--- src/rtl/tx_uart.sv ---
// tx_uart: UART transmit serializer, start + data (LSB first) + even parity + stop; optional TX_HOLD_REG_EN adds a 1-entry holding register for back-to-back frames
module tx_uart #(
  parameter int INPUT_DATA_WIDTH = 8,
  parameter int CLOCKS_PER_BIT = 16
) (
  input  logic                        clk,
  input  logic                        reset,
  input  logic [INPUT_DATA_WIDTH-1:0] tx_data,
  input  logic                        tx_valid,
  output logic                        tx_ready,
  output logic                        serial_out,
  output logic                        tx_busy,
  output logic                        is_parity_stage
);
  localparam int CW = (CLOCKS_PER_BIT > 1) ? $clog2(CLOCKS_PER_BIT) : 1;
  localparam int IW = (INPUT_DATA_WIDTH > 1) ? $clog2(INPUT_DATA_WIDTH) : 1;
  localparam logic [CW-1:0] CMAX = CW'(CLOCKS_PER_BIT - 1);
  localparam logic [IW-1:0] IMAX = IW'(INPUT_DATA_WIDTH - 1);
  localparam logic [2:0] IDLE = 3'd0;
  localparam logic [2:0] START = 3'd1;
  localparam logic [2:0] DATA = 3'd2;
  localparam logic [2:0] PARITY = 3'd3;
  localparam logic [2:0] STOP = 3'd4;
  logic [2:0] state;
  logic [CW-1:0] cnt;
  logic [IW-1:0] idx;
  logic [INPUT_DATA_WIDTH-1:0] sh;
  logic [INPUT_DATA_WIDTH-1:0] ld_data;
  logic par;
  logic bit_end;
  logic accept;
  logic load;
  assign bit_end = (state != IDLE) && (cnt == CMAX);
  assign accept = tx_valid & tx_ready;
  assign tx_busy = state != IDLE;
  assign is_parity_stage = state == PARITY;
  assign serial_out = (state == START) ? 1'b0 :
                      (state == DATA) ? sh[0] :
                      (state == PARITY) ? par : 1'b1;
`ifdef TX_HOLD_REG_EN
  logic [INPUT_DATA_WIDTH-1:0] hold;
  logic hold_full;
  assign tx_ready = !hold_full;
  assign load = hold_full && ((state == IDLE) || (state == STOP && bit_end));
  assign ld_data = hold;
  // Holding register: a new byte wins over the move-out so a same-cycle accept keeps it full
  always_ff @(posedge clk) begin
    if (reset) begin
      hold <= '0;
      hold_full <= 1'b0;
    end else begin
      if (accept) hold <= tx_data;
      hold_full <= accept | (hold_full & ~load);
    end
  end
`else
  assign tx_ready = state == IDLE;
  assign load = accept;
  assign ld_data = tx_data;
`endif
  // Baud counter: free-runs in every non-IDLE state and wraps at the end of each bit
  always_ff @(posedge clk) begin
    if (reset) cnt <= '0;
    else cnt <= (state == IDLE || bit_end) ? '0 : cnt + 1'b1;
  end
  // Shift register and parity: load on frame start, shift right at the end of each data bit
  always_ff @(posedge clk) begin
    if (reset) begin
      sh <= '0;
      par <= 1'b0;
    end else if (load) begin
      sh <= ld_data;
      par <= ^ld_data;
    end else if (state == DATA && bit_end) begin
      sh <= sh >> 1;
    end
  end
  // Frame sequencer: all state and bit-index moves happen at bit_end; STOP chains straight to START when a byte is waiting
  always_ff @(posedge clk) begin
    if (reset) begin
      state <= IDLE;
      idx <= '0;
    end else begin
      case (state)
        IDLE: state <= load ? START : IDLE;
        START: state <= bit_end ? DATA : START;
        DATA: if (bit_end) begin
          idx <= (idx == IMAX) ? '0 : idx + 1'b1;
          state <= (idx == IMAX) ? PARITY : DATA;
        end
        PARITY: state <= bit_end ? STOP : PARITY;
        STOP: state <= bit_end ? (load ? START : IDLE) : STOP;
        default: state <= IDLE;
      endcase
    end
  end
endmodule
--- config.mk ---
export PLATFORM = sky130hd
export DESIGN_NAME = tx_uart
export DESIGN_NICKNAME = d
export VERILOG_FILES = /design/src/rtl/tx_uart.sv
export SDC_FILE = /design/constraint.sdc
export NUM_CORES = 1
export LEC_CHECK = 0
export CORE_MARGIN = 1
export CORE_UTILIZATION = 54
export CTS_BUF_LIST = sky130_fd_sc_hd__clkbuf_8
export DETAILED_ROUTE_END_ITERATION = 8
export PLACE_DENSITY_LB_ADDON = 0.12
export SETUP_SLACK_MARGIN = 0.02
export SLEW_MARGIN = 15
export SYNTH_ARGS = -nofsm -noshare
export SYNTH_HDL_FRONTEND = slang
export SYNTH_SLANG_ARGS = --single-unit
--- constraint.sdc ---
create_clock -name clk -period 2.04 [get_ports clk]
set_input_delay 0.51 -clock clk [delete_from_list [all_inputs] [get_ports clk]]
set_output_delay 0.51 -clock clk [all_outputs]
set_load 0.1 [all_outputs]
==> flow_summary.yaml <==
status:
  status: "finished clean"
worst_setup_path:
  critPathKind: "register to output pin"
  required_ns: 1.53
  cp-start-kind: "register"
  worstPathMaxFanout: 7
  arrival_ns: 1.43
  crit_path_end_kind: "output pin"
  rrSetupSlack_ns: 0.43
sta:
  fin_tns_setup_ns: 0
  hold_violations: 0
  setup_violations: 0
  worst_pin_slew_ns: 0.4622
  max_slew_margin: 0.6911
  layout_setup_ws_ns: 0.1001
  final-max-slew-violation-count: 0
  grt_setup_unrepaired: "false"
  finClkSkew_ns: 0.001615
  fmax_mhz: 515.5
  finalCriticalPeriod_ns: 1.940
  holdWs_ns: 0.4534
  fin_crit_sh: 0.9509
synthesis:
  yosys_warnings: 0
  synth_common_cells: "nand2_1, dfxtp_1, nor2_1"
  syn_inst: 112
  syn-cell-area_sq_um: 912.1
  synth_ff_type: "dfxtp_1"
  ys_seq_area_frac: 0.4170
  yosysMostFrequentCell: "nand2_1"
  synth_top_area_cell: "dfxtp_1"
  syn_area_per_cell_sq_um: 8.144
  async_flop_share: 0
  synthTopCellsByArea: "dfxtp_1, nand2_1, xnor2_1, a311oi_1, nor2_1"
  ys_ff_latch: 19
  synth_nets: 126
  synth_top_area_frac: 0.4170
  synth_edf_count: 0
  yosysUniqueCellTypes: 24
placed_design:
  dp_slack_ns: 0.2735
  dpl.cell_count: 140
  place.gp.congestion: 0.7670
  numPortBuffers: 14
  dp_hpwl_mm: 1.355
  placed_area_sq_um: 1130
floorplanning:
  dieArea_sq_um: 1858
  pin_count: 15
  die_h_microns: 43.10
  initial_core_util: 0.5917
  rows: 14
  die_w_microns: 43.10
  core_sq_um: 1541
cells_and_area:
  area_growth_pct: 28.94
  multi_input_area_sq_um: 511.7
  diodes: 0
  fin_cells: 144
  n_fill_cell: 114
  drive_above_1_share: 0.1172
  final_cell_area_sq_um: 1176
  nNetsFinal: 143
  area.sequential_sq_um: 381.6
cts:
  clk_latency_ns: 0.25
  clockBufferDepth: 2
  h-tree-depth: 1
  clk_pin_slew_ns: 0.07
  clock-sinks: 19
  cts_resized: 0
  root_buffer: "clkbuf_8"
  cts_setup_buffers: 0
  tritoncts: "yes"
  cts_buffers: 3
  cts_hold_buf: 0
routing:
  drcViolationCount: 0
  ant_nets: 0
  viasPerCell: 5.681
  drt_pre_antenna_iters: 4
  vias: 818
  drt_iter0_markers: 17
  detail_route.wl_per_cell_microns: 13.08
  postRouteWirelength_mm: 1.883
grt:
  overflow: 0
  grt_max_degree: 17
  antenna_found_initial: 0
  grt_usage: 0.2316
  grt_pass1_vias: 751
  grt_pass1_wl_mm: 3.187
power_and_ir_drop:
  ir_worst_vdd_v: 0.0005567
  power.density_cell_area_nw_per_um2: 728.2
  p_leak_nw: 0.4403
flow_run:
  maxCapViolCount: 0
hold_path:
  hold_class: "register to register"
-- logic make-up after synthesis --
group | count (synthesis) | synth area share
DFF | 19 | 0.4170
and+or+nand+nor | 54 | 0.2702
xor gates and xnor gates | 10 | 0.09603
adders and majority gates | 3 | 0.04116
buffers and inverters | 9 | 0.03703
AOI/OAI and AO/OA | 17 | 0.1385
-- area by class of cell --
| class | instances | share of cell area |
|---|---|---|
| well taps | 16 | 0.01702 |
| repair buffers | 17 | 0.1723 |
| flip-flops and latches | 19 | 0.3245 |
| multi-input cells | 84 | 0.4351 |
| clock inverters | 1 | 0.003191 |
| inverters | 4 | 0.01277 |
| clock buffers | 3 | 0.03511 |
-- state kept, by name, summed over array words and instances, names as in the netlist --
signal	flops
state	3
sh	8
idx	3
cnt	4
par	1
-- critical path, cell delays in order (launching register included) --
cell and delay (ns):
dfxtp_1 0.52, a21oi_1 0.11, a311o_1 0.37, buf_12 0.18
-- cell usage in the layout, fill, tap and decap left out, drive strengths merged --
cell,Yosys,final
nand2,22,22
dfxtp,19,19
nor2,15,15
clkdlybuf4s50,0,10
xnor2,8,8
a311oi,7,7
buf,0,7
inv,4,5
a21oi,5,5
nor3,5,5
nand3,4,4
or3,3,3
ha,3,3
clkbuf,5,3
xor2,2,2
nand2b,2,2
a311o,1,1
and3,1,1
and2,1,1
a211oi,1,1
o21ai,1,1
nor2b,1,1
o22a,1,1
o32ai,1,1
-- report_power, final --
group / internal (mW) / total [mW] / switching, mW
clock network: 0.134 / 0.250 / 0.117
registers: 0.393 / 0.410 / 0.0168
logic: 0.0859 / 0.196 / 0.111
-- routing by layer --
metal / global-route usage / vias to the layer above / wire [microns]
met5: 0 / - / 0
met4: 0.09091 / 0 / 17
met3: 0.03830 / 4 / 42
met2: 0.4000 / 14 / 950
met1: 0.2823 / 385 / 873
li1: - / 415 / -
-- path summary, 6_finish.rpt --
check	end	cells after the start	from
min	cnt[0]$_SDFF_PP0_	1	cnt[0]$_SDFF_PP0_
min reg2reg	cnt[0]$_SDFF_PP0_	1	cnt[0]$_SDFF_PP0_
max reg2reg	idx[0]$_SDFFE_PP0P_	4	state[1]$_SDFFE_PP0P_
max	serial_out	3	state[1]$_SDFFE_PP0P_
-- stage by stage --
stage | power (mW) | util
after detailed placement | 0.6133 | 0.7330
after global routing | 0.8913 | 0.7630
after global placement | 0.6103 | 0.7330
after floorplan | 0.5447 | -
after CTS | 0.8639 | 0.7622
final | 0.8564 | 0.7630
Power figures use the tool's default switching activity.
